--- src/rtl/mem_port_arbiter.sv ---
// Shares one variable-latency memory port between instruction fetch and data access.
// Only one transaction is outstanding at a time. Each access goes through request, grant and response.
module mem_port_arbiter #(
    parameter int unsigned STARVE_MAX = 4
) (
    input  logic        clk,
    input  logic        rst,
    input  logic        if_req,
    input  logic [31:0] if_addr,
    output logic        if_valid,
    output logic [31:0] if_rdata,
    input  logic        d_req,
    input  logic        d_we,
    input  logic [2:0]  d_write_type,
    input  logic [31:0] d_addr,
    input  logic [31:0] d_wdata,
    output logic        d_valid,
    output logic [31:0] d_rdata,
    output logic        m_req,
    output logic        m_we,
    output logic [2:0]  m_write_type,
    output logic [31:0] m_addr,
    output logic [31:0] m_wdata,
    input  logic        m_gnt,
    input  logic        m_rvalid,
    input  logic [31:0] m_rdata,
    output logic        stall_if,
    output logic        stall_mem,
    output logic [1:0]  owner
);

    typedef enum logic [1:0] {IDLE, ISSUE, WAIT, RESP} state_t;

    localparam logic [1:0] OWN_NONE = 2'b00;
    localparam logic [1:0] OWN_IF   = 2'b01;
    localparam logic [1:0] OWN_D    = 2'b10;
    localparam logic [3:0] STARVE_LIM = 4'(STARVE_MAX);

    state_t      state_q, state_d;
    logic [1:0]  owner_q, owner_d;
    logic        m_req_q, m_req_d;
    logic        m_we_q, m_we_d;
    logic [2:0]  m_write_type_q, m_write_type_d;
    logic [31:0] m_addr_q, m_addr_d;
    logic [31:0] m_wdata_q, m_wdata_d;
    logic        if_valid_q, if_valid_d;
    logic        d_valid_q, d_valid_d;
    logic [31:0] if_rdata_q, if_rdata_d;
    logic [31:0] d_rdata_q, d_rdata_d;
    logic [3:0]  starve_cnt_q, starve_cnt_d;
    logic        fetch_wins;

    always_comb begin
        state_d        = state_q;
        owner_d        = owner_q;
        m_req_d        = m_req_q;
        m_we_d         = m_we_q;
        m_write_type_d = m_write_type_q;
        m_addr_d       = m_addr_q;
        m_wdata_d      = m_wdata_q;
        if_valid_d     = 1'b0;
        d_valid_d      = 1'b0;
        if_rdata_d     = if_rdata_q;
        d_rdata_d      = d_rdata_q;
        starve_cnt_d   = starve_cnt_q;
        fetch_wins     = 1'b0;

        case (state_q)
            IDLE: begin
                if (if_req || d_req) begin
                    // Data normally wins; fetch wins when alone or after STARVE_MAX data grants.
                    fetch_wins = if_req && (!d_req || starve_cnt_q == STARVE_LIM);
                    if (fetch_wins) begin
                        owner_d        = OWN_IF;
                        m_we_d         = 1'b0;
                        m_write_type_d = 3'b000;
                        m_addr_d       = if_addr;
                        m_wdata_d      = 32'h0;
                        starve_cnt_d   = 4'd0;
                    end else begin
                        owner_d        = OWN_D;
                        m_we_d         = d_we;
                        m_write_type_d = d_write_type;
                        m_addr_d       = d_addr;
                        m_wdata_d      = d_wdata;
                        if (if_req && starve_cnt_q != STARVE_LIM) begin
                            starve_cnt_d = starve_cnt_q + 4'd1;
                        end
                    end
                    m_req_d = 1'b1;
                    state_d = ISSUE;
                end
            end
            ISSUE: begin
                if (m_gnt) begin
                    m_req_d = 1'b0;
                    state_d = WAIT;
                end
            end
            WAIT: begin
                if (m_rvalid) begin
                    if (owner_q == OWN_IF) begin
                        if_rdata_d = m_rdata;
                        if_valid_d = 1'b1;
                    end else begin
                        d_valid_d = 1'b1;
                        if (!m_we_q) begin
                            d_rdata_d = m_rdata;
                        end
                    end
                    state_d = RESP;
                end
            end
            RESP: begin
                owner_d = OWN_NONE;
                state_d = IDLE;
            end
            default: begin
                state_d = IDLE;
            end
        endcase
    end

    always_ff @(posedge clk or negedge rst) begin
        if (!rst) begin
            state_q        <= IDLE;
            owner_q        <= OWN_NONE;
            m_req_q        <= 1'b0;
            m_we_q         <= 1'b0;
            m_write_type_q <= 3'b000;
            m_addr_q       <= 32'h0;
            m_wdata_q      <= 32'h0;
            if_valid_q     <= 1'b0;
            d_valid_q      <= 1'b0;
            if_rdata_q     <= 32'h0;
            d_rdata_q      <= 32'h0;
            starve_cnt_q   <= 4'd0;
        end else begin
            state_q        <= state_d;
            owner_q        <= owner_d;
            m_req_q        <= m_req_d;
            m_we_q         <= m_we_d;
            m_write_type_q <= m_write_type_d;
            m_addr_q       <= m_addr_d;
            m_wdata_q      <= m_wdata_d;
            if_valid_q     <= if_valid_d;
            d_valid_q      <= d_valid_d;
            if_rdata_q     <= if_rdata_d;
            d_rdata_q      <= d_rdata_d;
            starve_cnt_q   <= starve_cnt_d;
        end
    end

    assign m_req        = m_req_q;
    assign m_we         = m_we_q;
    assign m_write_type = m_write_type_q;
    assign m_addr       = m_addr_q;
    assign m_wdata      = m_wdata_q;
    assign if_valid     = if_valid_q;
    assign if_rdata     = if_rdata_q;
    assign d_valid      = d_valid_q;
    assign d_rdata      = d_rdata_q;
    assign owner        = owner_q;
    assign stall_if     = if_req & ~if_valid_q;
    assign stall_mem    = d_req & ~d_valid_q;

endmodule

--- config.mk ---
export PLATFORM = sky130hd
export DESIGN_NAME = mem_port_arbiter
export DESIGN_NICKNAME = d
export VERILOG_FILES = /design/src/rtl/mem_port_arbiter.sv
export SDC_FILE = /design/constraint.sdc
export NUM_CORES = 1
export LEC_CHECK = 0
export ABC_AREA = 0
export BUFFER_PORTS_ARGS = -buffer_cell sky130_fd_sc_hd__buf_2
export CELL_PAD_IN_SITES_DETAIL_PLACEMENT = 1
export CELL_PAD_IN_SITES_GLOBAL_PLACEMENT = 1
export CORE_MARGIN = 10
export CORE_UTILIZATION = 32
export CTS_CLUSTER_DIAMETER = 120
export CTS_CLUSTER_SIZE = 30
export DETAILED_ROUTE_END_ITERATION = 6
export GPL_TIMING_DRIVEN = 0
export PLACE_DENSITY_LB_ADDON = 0.1
export SYNTH_ARGS = -nofsm -noshare
export SYNTH_HDL_FRONTEND = slang
export SYNTH_SLANG_ARGS = --single-unit
--- constraint.sdc ---
create_clock -name clk -period 2 [get_ports clk]
set_clock_uncertainty 0.1 [all_clocks]
set_input_delay 0.5 -clock clk [delete_from_list [all_inputs] [get_ports clk]]
set_output_delay 0.5 -clock clk [all_outputs]
set_load 0.005 [all_outputs]
==> impl_metrics.prom, run 1 <==
# TYPE chip_impl_metric gauge
chip_impl_metric{name="drc",unit=""} 0
chip_impl_metric{name="crit_path_max_fanout",unit=""} 6
chip_impl_metric{name="fin_crit_sh",unit="%"} 97.1
chip_impl_metric{name="ios",unit=""} 277
chip_impl_metric{name="wirelength",unit="um"} 22000
chip_impl_metric{name="netSwitchingPower",unit="mW"} 4.66
chip_impl_metric{name="synth_cell_type_count",unit=""} 38
chip_impl_metric{name="vdd_ir_drop_max",unit="uV"} 577
chip_impl_metric{name="worst_slack_after_detailed_placement",unit="ps"} -90.5
chip_impl_metric{name="p_comb_share",unit="%"} 38.4
chip_impl_metric{name="grt_max_degree",unit=""} 84
chip_impl_metric{name="post_place_cell_area",unit="sq mm"} 0.00777
chip_impl_metric{name="postSynthNetCount",unit=""} 688
chip_impl_metric{name="grt.overflow.total",unit=""} 0
chip_impl_metric{name="sw_share",unit="%"} 36.5
chip_impl_metric{name="power_density",unit="mW/mm^2"} 1510
chip_impl_metric{name="core_area",unit="sq mm"} 0.0187
chip_impl_metric{name="die_h",unit="um"} 158
chip_impl_metric{name="final_design_area_no_fill",unit="sq mm"} 0.00844
chip_impl_metric{name="postSynth.asyncResetShare",unit="%"} 100
chip_impl_metric{name="static-leakage-power",unit="nW"} 4.25
chip_impl_metric{name="rows",unit=""} 50
chip_impl_metric{name="final_net_count",unit=""} 989
chip_impl_info{name="critPathLaunchType",value="flip-flop"} 1
chip_impl_metric{name="die_area",unit="sq mm"} 0.0249
chip_impl_info{name="ys_dominant_reg_cell",value="sky130_fd_sc_hd__dfrtp_1"} 1
chip_impl_metric{name="routed_via_density",unit=""} 4.85
chip_impl_metric{name="syn-mean-instance-area",unit="sq um"} 11.2
chip_impl_metric{name="final-seq-area",unit="sq mm"} 0.00358
chip_impl_metric{name="timing_hold_violations_final",unit=""} 0
chip_impl_metric{name="setup_violations",unit=""} 0
chip_impl_metric{name="ctsHtreeMaxLevel",unit=""} 4
chip_impl_metric{name="final_layout_size_suffix_gt1_share",unit="%"} 48.5
chip_impl_metric{name="drt-pass1-iter-count",unit=""} 4
chip_impl_metric{name="grt_first_pass_wirelength",unit="um"} 33400
chip_impl_info{name="status",value="completed"} 1
chip_impl_metric{name="route.antenna.remaining_nets",unit=""} 0
chip_impl_metric{name="tritoncts.num_buffers",unit=""} 17
chip_impl_metric{name="grt_pass1_vias",unit=""} 6076
chip_impl_metric{name="post_layout_nonfiller_instances",unit=""} 1095
chip_impl_metric{name="clkTransAtPathRegs",unit="ps"} 60
chip_impl_info{name="cts.root.buffer_cell",value="sky130_fd_sc_hd__clkbuf_16"} 1
chip_impl_metric{name="grt_antenna_before_repair",unit=""} 4
chip_impl_metric{name="final_layout_fill_cell_count",unit=""} 2147
chip_impl_metric{name="synthesis.yosys.warnings",unit=""} 0
chip_impl_metric{name="drt_iter0_drc",unit=""} 180
chip_impl_metric{name="syn-instance-count",unit=""} 544
chip_impl_metric{name="hold_ws",unit="ps"} 200
chip_impl_metric{name="synth.yosys.seq_area_share",unit="%"} 59.0
chip_impl_metric{name="power.clock.fraction",unit="%"} 23.5
chip_impl_metric{name="clock_latency",unit="ps"} 420
chip_impl_metric{name="dp.cells",unit=""} 1055
chip_impl_metric{name="grt.total_usage",unit="%"} 17.2
chip_impl_metric{name="routedWlPerCell",unit="um"} 20.1
chip_impl_metric{name="globalplace.congestion",unit=""} 0.782
chip_impl_metric{name="final-max-slew-violation-count",unit=""} 0
chip_impl_metric{name="power.internal",unit="mW"} 8.10
chip_impl_metric{name="dr_total_vias",unit=""} 5309
chip_impl_metric{name="synth-edff-count",unit=""} 0
chip_impl_metric{name="crit_arrival",unit="ps"} 2140
chip_impl_metric{name="finalWorstPathRequiredPeriod",unit="ps"} 1940
chip_impl_metric{name="power.share.sequential",unit="%"} 38.2
chip_impl_metric{name="postSynthRegisterBits",unit=""} 143
chip_impl_metric{name="cts.sink_count",unit=""} 143
chip_impl_info{name="cts_tree",value="done"} 1
chip_impl_metric{name="synth.cell_area",unit="sq mm"} 0.00607
chip_impl_metric{name="fmax",unit="MHz"} 515
chip_impl_metric{name="multi_input_combinational_cell_area",unit="sq mm"} 0.00228
chip_impl_metric{name="initial_core_util",unit="%"} 32.4
chip_impl_info{name="rsz0062_at_grt",value="true"} 1
chip_impl_metric{name="detailed_place_hpwl",unit="um"} 17100
chip_impl_metric{name="final_core_utilization",unit="%"} 45.1
chip_impl_metric{name="timing.slew.headroom",unit="%"} 58.5
chip_impl_metric{name="total_power",unit="mW"} 12.8
chip_impl_metric{name="floorplan.die.width",unit="um"} 158
chip_impl_metric{name="port_buffers",unit=""} 276
chip_impl_metric{name="max_slew.worst_pin.slew",unit="ps"} 623
chip_impl_metric{name="critical_path_required",unit="ps"} 2200
chip_impl_metric{name="flow.area_growth_from_synthesis",unit="%"} 39.1
chip_impl_info{name="timing.hold.worst.class",value="in2reg"} 1
chip_impl_metric{name="clockBufferDepth",unit=""} 2
chip_impl_metric{name="setup-tns-final",unit="ps"} 0
chip_impl_metric{name="layout_setup_ws",unit="ps"} 58.5
chip_impl_info{name="criticalPathCategory",value="reg2reg"} 1
chip_impl_metric{name="drv.max_cap_violation_count",unit=""} 0
chip_impl_info{name="end_kind",value="flip-flop"} 1
## power groups by stage
stage	Clock, mW	Combinational [mW]	Sequential (mW)
finish	2.99	4.90	4.87
detailed placement	0	4.91	4.92
CTS	3.09	4.94	4.89
global placement	0	4.71	4.84
floorplan	0	2.37	4.95
global route	3.24	5.51	5.05
## registers in the layout, summed over array words and instances, names as in the netlist, 2 cells and up
register,flops
m_addr,32
m_wdata,32
starve_cnt_q,4
m_write_type,3
if_rdata,32
d_rdata,32
owner,2
state_q,2
## metal layers
| metal | GRT usage, % | share of wire, % |
|---|---|---|
| met5 | 0 | 0.082 |
| met2 | 29.4 | 50 |
| met3 | 7.60 | 9.1 |
| met4 | 4.14 | 0.71 |
| met1 | 19.4 | 40 |
## cell usage in the layout (no fill, tap or decap), types with 6 or more instances in the layout
cell type and count:
sky130_fd_sc_hd__mux2_2 63, sky130_fd_sc_hd__clkbuf_2 8, sky130_fd_sc_hd__clkbuf_16 17, sky130_fd_sc_hd__o211ai_1 32, sky130_fd_sc_hd__buf_2 290, sky130_fd_sc_hd__inv_1 9, sky130_fd_sc_hd__nand2_1 142, sky130_fd_sc_hd__o21ai_1 31
sky130_fd_sc_hd__clkinvlp_4 6, sky130_fd_sc_hd__o21ai_0 7, sky130_fd_sc_hd__dfrtp_1 143, sky130_fd_sc_hd__clkbuf_1 6, sky130_fd_sc_hd__nand4_1 33, sky130_fd_sc_hd__buf_6 6
## final timing paths
path / start / to / slack (ps) / cells after the start
worst min-delay path: d_wdata[21] / m_wdata[21]$_DFFE_PN0P_ / 200 / 3
worst min register to register: m_wdata[27]$_DFFE_PN0P_ / m_wdata[27]$_DFFE_PN0P_ / 380 / 2
min in group asynchronous: rst / m_wdata[3]$_DFFE_PN0P_ / 540 / 2
worst max register to register: state_q[0]$_DFFE_PN0P_ / d_rdata[1]$_DFFE_PN0P_ / 60 / 7
max in group asynchronous: rst / d_rdata[0]$_DFFE_PN0P_ / 390 / 3
worst max-delay path: state_q[0]$_DFFE_PN0P_ / d_rdata[1]$_DFFE_PN0P_ / 60 / 7
## Yosys cell counts (3+ instances only)
cell type                    n  area (sq um)
sky130_fd_sc_hd__o21ai_0     7          35.0
sky130_fd_sc_hd__buf_2      17          85.1
sky130_fd_sc_hd__mux2_2     63           709
sky130_fd_sc_hd__nand2b_1    3          18.8
sky130_fd_sc_hd__buf_1       4          15.0
sky130_fd_sc_hd__o211ai_1   32           240
sky130_fd_sc_hd__nand4_1    33           206
sky130_fd_sc_hd__o21a_1      3          22.5
sky130_fd_sc_hd__nor2_1      3          11.3
sky130_fd_sc_hd__clkbuf_1   13          48.8
sky130_fd_sc_hd__o21ai_1    31           155
sky130_fd_sc_hd__ha_1        6          75.1
sky130_fd_sc_hd__buf_6       3          33.8
sky130_fd_sc_hd__dfrtp_1   143          3580
sky130_fd_sc_hd__inv_1       9          33.8
sky130_fd_sc_hd__nand2_1   142           533
## cell type report
type | count | share of cell area [%]
well taps | 234 | 3.47
diodes | 3 | 0.0890
flip-flops and latches | 143 | 42.4
plain buffers | 39 | 2.65
multi-input cells | 352 | 27.0
clock buffers | 18 | 5.09
inverters | 10 | 0.445
clock inverters | 14 | 1.45
repair buffers | 282 | 17.4
## repair_timing
action | CTS | global route
cloned | 0 | 1
buffers inserted | 1 | 2
setup endpoints to repair | 65 | 93
hold buffers | 1 | 0
hold endpoints to repair | 31 | 0
pin swaps | 1 | 1
gates resized for setup | 5 | 24
## cells by family after synthesis
group | count (synthesis) | share of synthesized area, %
simple gates | 194 | 14.5
flops | 143 | 59.0
compound gates | 86 | 9.14
mux | 66 | 12.2
buf+inv | 49 | 3.88
fa+ha+maj | 6 | 1.24
## critical path, cell delays in order, from the launching register on
cell and delay [ps]:
sky130_fd_sc_hd__dfrtp_1 420, sky130_fd_sc_hd__inv_1 100, sky130_fd_sc_hd__ha_2 230, sky130_fd_sc_hd__nand2_1 110
sky130_fd_sc_hd__nor3_4 210, sky130_fd_sc_hd__buf_12 140, sky130_fd_sc_hd__clkbuf_4 180, sky130_fd_sc_hd__mux2_2 340
Note: power is estimated with default switching activity, not from simulation.
==> run 2, diff against run 1 <==
--- a/config.mk
+++ b/config.mk
@@ -9,7 +9,7 @@
 export BUFFER_PORTS_ARGS = -buffer_cell sky130_fd_sc_hd__buf_2
 export CELL_PAD_IN_SITES_DETAIL_PLACEMENT = 1
 export CELL_PAD_IN_SITES_GLOBAL_PLACEMENT = 1
-export CORE_MARGIN = 10
+export CORE_MARGIN = 2
 export CORE_UTILIZATION = 32
 export CTS_CLUSTER_DIAMETER = 120
 export CTS_CLUSTER_SIZE = 30
==> impl_metrics.prom, run 2 (synthesized netlist as in run 1, its figures left out) <==
# TYPE chip_impl_metric gauge
chip_impl_info{name="timing.hold.worst.class",value="in2async"} 1
chip_impl_metric{name="flow.area_growth_from_synthesis",unit="%"} 39.3
chip_impl_info{name="end_kind",value="flip-flop"} 1
chip_impl_metric{name="setup_violations",unit=""} 0
chip_impl_metric{name="grt.total_usage",unit="%"} 19.9
chip_impl_metric{name="final-seq-area",unit="sq mm"} 0.00358
chip_impl_metric{name="routedWlPerCell",unit="um"} 18.0
chip_impl_info{name="violations",value="negative hold slack"} 1
chip_impl_info{name="layout.cells.most_common_list",value="sky130_fd_sc_hd__buf_2 (290), sky130_fd_sc_hd__dfrtp_1 (143), sky130_fd_sc_hd__nand2_1 (142), sky130_fd_sc_hd__mux2_2 (63), sky130_fd_sc_hd__nand4_1 (33)"} 1
chip_impl_info{name="path_cells",value="inv_1 > ha_2 > nand2_1 > nor3_4 > buf_12 > buf_6 > mux2_2"} 1
chip_impl_metric{name="globalplace.congestion",unit=""} 0.727
chip_impl_metric{name="grt_first_pass_wirelength",unit="um"} 31100
chip_impl_metric{name="drc",unit=""} 0
chip_impl_metric{name="final_layout_fill_cell_count",unit=""} 2172
chip_impl_info{name="rsz0062_at_grt",value="false"} 1
chip_impl_metric{name="post_layout_nonfiller_instances",unit=""} 1090
chip_impl_metric{name="detailed_place_hpwl",unit="um"} 14900
chip_impl_metric{name="die_h",unit="um"} 142
chip_impl_metric{name="clkTransAtPathRegs",unit="ps"} 60
chip_impl_metric{name="hold_ws",unit="ps"} -24.2
chip_impl_metric{name="power.clock.fraction",unit="%"} 26.2
chip_impl_metric{name="sw_share",unit="%"} 34.9
chip_impl_metric{name="initial_core_util",unit="%"} 32.5
chip_impl_metric{name="drt-pass1-iter-count",unit=""} 4
chip_impl_metric{name="static-leakage-power",unit="nW"} 4.26
chip_impl_metric{name="dr_total_vias",unit=""} 5265
chip_impl_metric{name="setup-tns-final",unit="ps"} 0
chip_impl_info{name="status",value="finished with violations"} 1
chip_impl_metric{name="final_design_area_no_fill",unit="sq mm"} 0.00845
chip_impl_metric{name="power.internal",unit="mW"} 8.45
chip_impl_metric{name="post_place_cell_area",unit="sq mm"} 0.00777
chip_impl_info{name="layout.cells.most_common",value="sky130_fd_sc_hd__buf_2"} 1
chip_impl_metric{name="floorplan.die.width",unit="um"} 142
chip_impl_info{name="criticalPathCategory",value="reg2reg"} 1
chip_impl_metric{name="grt_antenna_before_repair",unit=""} 1
chip_impl_metric{name="cts.sink_count",unit=""} 143
chip_impl_metric{name="max_stage_delay",unit="ps"} 410
chip_impl_metric{name="cp_num_buf_inv",unit=""} 3
chip_impl_metric{name="r2r_cells",unit=""} 7
chip_impl_info{name="critPathLaunchType",value="flip-flop"} 1
chip_impl_info{name="cts_tree",value="done"} 1
chip_impl_metric{name="final_layout_size_suffix_gt1_share",unit="%"} 47.7
chip_impl_metric{name="timing.slew.headroom",unit="%"} 52.6
chip_impl_metric{name="timing_hold_violations_final",unit=""} 5
chip_impl_metric{name="rows",unit=""} 50
chip_impl_metric{name="dp.cells",unit=""} 1055
chip_impl_metric{name="netSwitchingPower",unit="mW"} 4.53
chip_impl_metric{name="power_density",unit="mW/mm^2"} 1530
chip_impl_metric{name="core_area",unit="sq mm"} 0.0186
chip_impl_metric{name="layout_setup_ws",unit="ps"} 121
chip_impl_metric{name="crit_path_max_fanout",unit=""} 10
chip_impl_metric{name="cp.depth",unit=""} 7
chip_impl_metric{name="drv.max_cap_violation_count",unit=""} 0
chip_impl_metric{name="clockBufferDepth",unit=""} 2
chip_impl_metric{name="ios",unit=""} 277
chip_impl_metric{name="worst-r2r-setup-slack",unit="ps"} 120
chip_impl_metric{name="final_core_utilization",unit="%"} 45.3
chip_impl_metric{name="ctsHtreeMaxLevel",unit=""} 4
chip_impl_metric{name="port_buffers",unit=""} 276
chip_impl_metric{name="fmax",unit="MHz"} 532
chip_impl_metric{name="route.antenna.remaining_nets",unit=""} 0
chip_impl_info{name="worst_path_dominant_cell_family",value="flip-flops"} 1
chip_impl_metric{name="final_net_count",unit=""} 985
chip_impl_metric{name="final-max-slew-violation-count",unit=""} 0
chip_impl_metric{name="crit_arrival",unit="ps"} 2080
chip_impl_metric{name="critical_path_required",unit="ps"} 2200
chip_impl_metric{name="max_slew.worst_pin.slew",unit="ps"} 711
chip_impl_metric{name="worst_slack_after_detailed_placement",unit="ps"} -93.9
chip_impl_metric{name="power.share.sequential",unit="%"} 37.3
chip_impl_metric{name="finalWorstPathRequiredPeriod",unit="ps"} 1880
chip_impl_info{name="critical_path.slowest_cell",value="sky130_fd_sc_hd__dfrtp_1"} 1
chip_impl_metric{name="grt.overflow.total",unit=""} 0
chip_impl_metric{name="routed_via_density",unit=""} 4.83
chip_impl_metric{name="wirelength",unit="um"} 19600
chip_impl_metric{name="vdd_ir_drop_max",unit="uV"} 665
chip_impl_metric{name="total_power",unit="mW"} 13.0
chip_impl_metric{name="grt_pass1_vias",unit=""} 5809
chip_impl_metric{name="drt_iter0_drc",unit=""} 171
chip_impl_metric{name="grt_max_degree",unit=""} 75
chip_impl_metric{name="tritoncts.num_buffers",unit=""} 17
chip_impl_metric{name="multi_input_combinational_cell_area",unit="sq mm"} 0.00227
chip_impl_info{name="cts.root.buffer_cell",value="sky130_fd_sc_hd__clkbuf_16"} 1
chip_impl_metric{name="p_comb_share",unit="%"} 36.5
chip_impl_metric{name="clock_latency",unit="ps"} 410
chip_impl_metric{name="fin_crit_sh",unit="%"} 94.0
chip_impl_metric{name="die_area",unit="sq mm"} 0.0201
run 2: worst paths after layout:
| check | start | end |
|---|---|---|
| hold reg to reg | d_rdata[6]$_DFFE_PN0P_ | d_rdata[6]$_DFFE_PN0P_ |
| setup / recovery | state_q[0]$_DFFE_PN0P_ | d_rdata[10]$_DFFE_PN0P_ |
| setup reg to reg | state_q[0]$_DFFE_PN0P_ | d_rdata[10]$_DFFE_PN0P_ |
| max in group asynchronous | rst | d_valid$_DFF_PN0_ |
| hold / removal | rst | d_rdata[2]$_DFFE_PN0P_ |
| min in group clk | d_wdata[1] | m_wdata[1]$_DFFE_PN0P_ |
run 2: worst register-to-register path, cell delays in order, from the launching register on:
cell	delay (ps)
sky130_fd_sc_hd__dfrtp_1	410
sky130_fd_sc_hd__inv_1	100
sky130_fd_sc_hd__ha_2	230
sky130_fd_sc_hd__nand2_1	110
sky130_fd_sc_hd__nor3_4	160
sky130_fd_sc_hd__buf_12	140
sky130_fd_sc_hd__buf_6	150
sky130_fd_sc_hd__mux2_2	350
run 2: timing repair:
action                     4_1_cts  5_1_grt
hold buffers                     0        0
setup endpoints to repair       70       89
buffers inserted                 1        0
resized for setup                5        9
pin swaps                        1        0
run 2: cell type report:
class | count | share of cell area [%]
flip-flops and latches | 143 | 42.3
multi-input cells | 352 | 26.8
repair buffers | 278 | 17.0
clock buffers | 18 | 5.08
well taps | 234 | 3.46
plain buffers | 39 | 2.56
clock inverters | 14 | 2.28
inverters | 10 | 0.444
diodes | 2 | 0.0592
run 2: routing by layer:
| metal | routed length (um) | vias to the layer above | track usage, % |
|---|---|---|---|
| met5 | 0 | - | 0 |
| met4 | 320 | 0 | 6.21 |
| met3 | 1430 | 23 | 6.14 |
| met2 | 9570 | 187 | 33.2 |
| met1 | 8320 | 2565 | 24.7 |
| li1 | - | 2490 | - |
run 2: power by group through the flow:
stage | Combinational [mW] | Sequential, mW | Clock, mW
after global routing | 5.31 | 5.03 | 3.62
final | 4.74 | 4.84 | 3.39
after CTS | 4.83 | 4.86 | 3.48
after detailed placement | 4.77 | 4.90 | 0
after floorplan | 2.37 | 4.95 | 0
after global placement | 4.57 | 4.81 | 0
==> run 3, diff against run 2 <==
==> constraint.sdc (replaced) <==
create_clock -name clk -period 2 [get_ports clk]
set_clock_uncertainty 0.1 [all_clocks]
set_input_delay 0.1 -clock clk [delete_from_list [all_inputs] [get_ports clk]]
set_output_delay 0.1 -clock clk [all_outputs]
set_load 0.005 [all_outputs]
==> impl_metrics.prom, run 3 (synthesized netlist as in run 1, its figures left out) <==
# TYPE chip_impl_metric gauge
chip_impl_info{name="status",value="completed"} 1
chip_impl_metric{name="final-max-slew-violation-count",unit=""} 0
chip_impl_metric{name="final_layout_size_suffix_gt1_share",unit="%"} 41.2
chip_impl_metric{name="final_design_area_no_fill",unit="sq mm"} 0.00980
chip_impl_info{name="layout.cells.most_common",value="sky130_fd_sc_hd__buf_2"} 1
chip_impl_metric{name="met1_usage",unit="%"} 27.0
chip_impl_metric{name="crit_arrival",unit="ps"} 2140
chip_impl_metric{name="core_area",unit="sq mm"} 0.0186
chip_impl_metric{name="static-leakage-power",unit="nW"} 4.83
chip_impl_metric{name="initial_core_util",unit="%"} 32.5
chip_impl_metric{name="detailed_place_hpwl",unit="um"} 14900
chip_impl_metric{name="grt_max_degree",unit=""} 75
chip_impl_metric{name="timing.slew.headroom",unit="%"} 52.8
chip_impl_metric{name="final_layout_fill_cell_count",unit=""} 2105
chip_impl_info{name="criticalPathCategory",value="reg2reg"} 1
chip_impl_metric{name="fin_crit_sh",unit="%"} 95.1
chip_impl_metric{name="grt_use_met2",unit="%"} 37.8
chip_impl_metric{name="crit_path_max_fanout",unit=""} 10
chip_impl_metric{name="ctsHtreeMaxLevel",unit=""} 4
chip_impl_metric{name="power_density",unit="mW/mm^2"} 1360
chip_impl_info{name="end_kind",value="flip-flop"} 1
chip_impl_metric{name="clkTransAtPathRegs",unit="ps"} 60
chip_impl_metric{name="drt_iter0_drc",unit=""} 146
chip_impl_metric{name="die_area",unit="sq mm"} 0.0201
chip_impl_info{name="rsz0062_at_grt",value="true"} 1
chip_impl_metric{name="tritoncts.num_buffers",unit=""} 17
chip_impl_metric{name="multi_input_combinational_cell_area",unit="sq mm"} 0.00227
chip_impl_info{name="critPathLaunchType",value="flip-flop"} 1
chip_impl_metric{name="final-seq-area",unit="sq mm"} 0.00358
chip_impl_info{name="timing.hold.worst.class",value="in2reg"} 1
chip_impl_metric{name="fmax",unit="MHz"} 526
chip_impl_metric{name="grt_antenna_before_repair",unit=""} 0
chip_impl_metric{name="vdd_ir_drop_max",unit="uV"} 671
chip_impl_metric{name="finalWorstPathRequiredPeriod",unit="ps"} 1900
chip_impl_metric{name="grt_first_pass_wirelength",unit="um"} 34500
chip_impl_metric{name="global_route.usage.met3",unit="%"} 5.60
chip_impl_metric{name="globalplace.congestion",unit=""} 0.727
chip_impl_metric{name="cts.sink_count",unit=""} 143
chip_impl_metric{name="final_core_utilization",unit="%"} 52.6
chip_impl_metric{name="grt.total_usage",unit="%"} 21.9
chip_impl_metric{name="post_place_cell_area",unit="sq mm"} 0.00777
chip_impl_metric{name="wirelength",unit="um"} 21600
chip_impl_metric{name="routedWlPerCell",unit="um"} 17.6
chip_impl_metric{name="setup-tns-final",unit="ps"} 0
chip_impl_metric{name="routed_via_density",unit=""} 4.77
chip_impl_metric{name="flow.area_growth_from_synthesis",unit="%"} 61.6
chip_impl_info{name="cts_tree",value="done"} 1
chip_impl_metric{name="clockBufferDepth",unit=""} 2
chip_impl_metric{name="final_net_count",unit=""} 1120
chip_impl_metric{name="rows",unit=""} 50
chip_impl_info{name="layout.cells.most_common_list",value="sky130_fd_sc_hd__buf_2 (290), sky130_fd_sc_hd__dfrtp_1 (143), sky130_fd_sc_hd__nand2_1 (142), sky130_fd_sc_hd__dlygate4sd3_1 (135), sky130_fd_sc_hd__mux2_2 (63)"} 1
chip_impl_metric{name="setup_violations",unit=""} 0
chip_impl_metric{name="drv.max_cap_violation_count",unit=""} 0
chip_impl_metric{name="grt.overflow.total",unit=""} 0
chip_impl_metric{name="route.antenna.remaining_nets",unit=""} 0
chip_impl_info{name="most_used_layer_global_route",value="met2"} 1
chip_impl_metric{name="clock_latency",unit="ps"} 420
chip_impl_metric{name="ios",unit=""} 277
chip_impl_metric{name="drc",unit=""} 0
chip_impl_metric{name="drt-pass1-iter-count",unit=""} 6
chip_impl_metric{name="floorplan.die.width",unit="um"} 142
chip_impl_info{name="cts.root.buffer_cell",value="sky130_fd_sc_hd__clkbuf_16"} 1
chip_impl_metric{name="critical_path_required",unit="ps"} 2230
chip_impl_metric{name="dr_total_vias",unit=""} 5833
chip_impl_metric{name="grt_pass1_vias",unit=""} 6546
chip_impl_metric{name="max_slew.worst_pin.slew",unit="ps"} 709
chip_impl_metric{name="die_h",unit="um"} 142
chip_impl_metric{name="timing_hold_violations_final",unit=""} 0
chip_impl_metric{name="port_buffers",unit=""} 276
run 3: changes by cell type in the layout (fill, tap and decap cells not counted):
cell / change
sky130_fd_sc_hd__dlygate4sd3_1: +135
sky130_fd_sc_hd__diode_2: -1
run 3: report_power, final:
part	switching, mW	total [mW]	internal (mW)	leakage (nW)
logic	2.58	5.02	2.44	2.73
registers	0.696	4.86	4.16	1.79
clock network	1.40	3.42	2.01	0.302
run 3: repair_timing:
item	4_1_cts	5_1_grt
setup endpoints to repair	70	89
setup buffers	1	0
resized for setup	5	9
hold endpoints to repair	207	0
hold buffers	135	0
pin swaps	1	0
run 3: path summary, 6_finish.rpt:
check                      slack, ps                     endpoint              startpoint  cells past startpoint
setup / recovery                 100       m_wdata[7]$_DFFE_PN0P_  state_q[0]$_DFFE_PN0P_                      8
hold / removal                    70  starve_cnt_q[0]$_DFFE_PN0P_                   d_req                      4
setup reg to reg                 100       m_wdata[7]$_DFFE_PN0P_  state_q[0]$_DFFE_PN0P_                      8
hold reg to reg                  380       d_rdata[6]$_DFFE_PN0P_  d_rdata[6]$_DFFE_PN0P_                      1
max in group asynchronous        830            d_valid$_DFF_PN0_                     rst                      3
min in group asynchronous        150       d_rdata[2]$_DFFE_PN0P_                     rst                      2
run 3: area by class of cell:
cell class / instances / share of cell area, %
Sequential cell: 143 / 36.5
Timing Repair Buffer: 413 / 28.4
Multi-Input combinational cell: 352 / 23.1
Clock buffer: 18 / 4.38
Tap cell: 234 / 2.99
Buffer: 39 / 2.21
Clock inverter: 14 / 1.97
Inverter: 10 / 0.383
Antenna cell: 1 / 0.0255
run 3: through the flow:
step	setup WS [ps]	total power, mW	cells	hold slack (ps)
floorplan	190	7.32	544	-296
global placement	-1390	9.38	1054	232
detailed placement	-93.9	9.67	1055	66.1
CTS	46.4	13.4	1223	46.3
global route	-12.2	14.2	1223	87.5
finish	97.3	13.3	1224	74.8
run 3: critical path, cell delays in order (launching register included):
cell	delay (ps)
sky130_fd_sc_hd__dfrtp_1	400
sky130_fd_sc_hd__inv_1	80
sky130_fd_sc_hd__ha_1	200
sky130_fd_sc_hd__buf_4	170
sky130_fd_sc_hd__o21ai_2	180
sky130_fd_sc_hd__buf_6	230
sky130_fd_sc_hd__buf_2	240
sky130_fd_sc_hd__nand2_1	100
sky130_fd_sc_hd__o21ai_1	110
run 3: routing by layer:
metal | up-vias | part of all wire [%]
li1 | 2754 | -
met1 | 2854 | 43
met2 | 196 | 50
met3 | 29 | 5.9
met4 | 0 | 1.7
met5 | - | 0
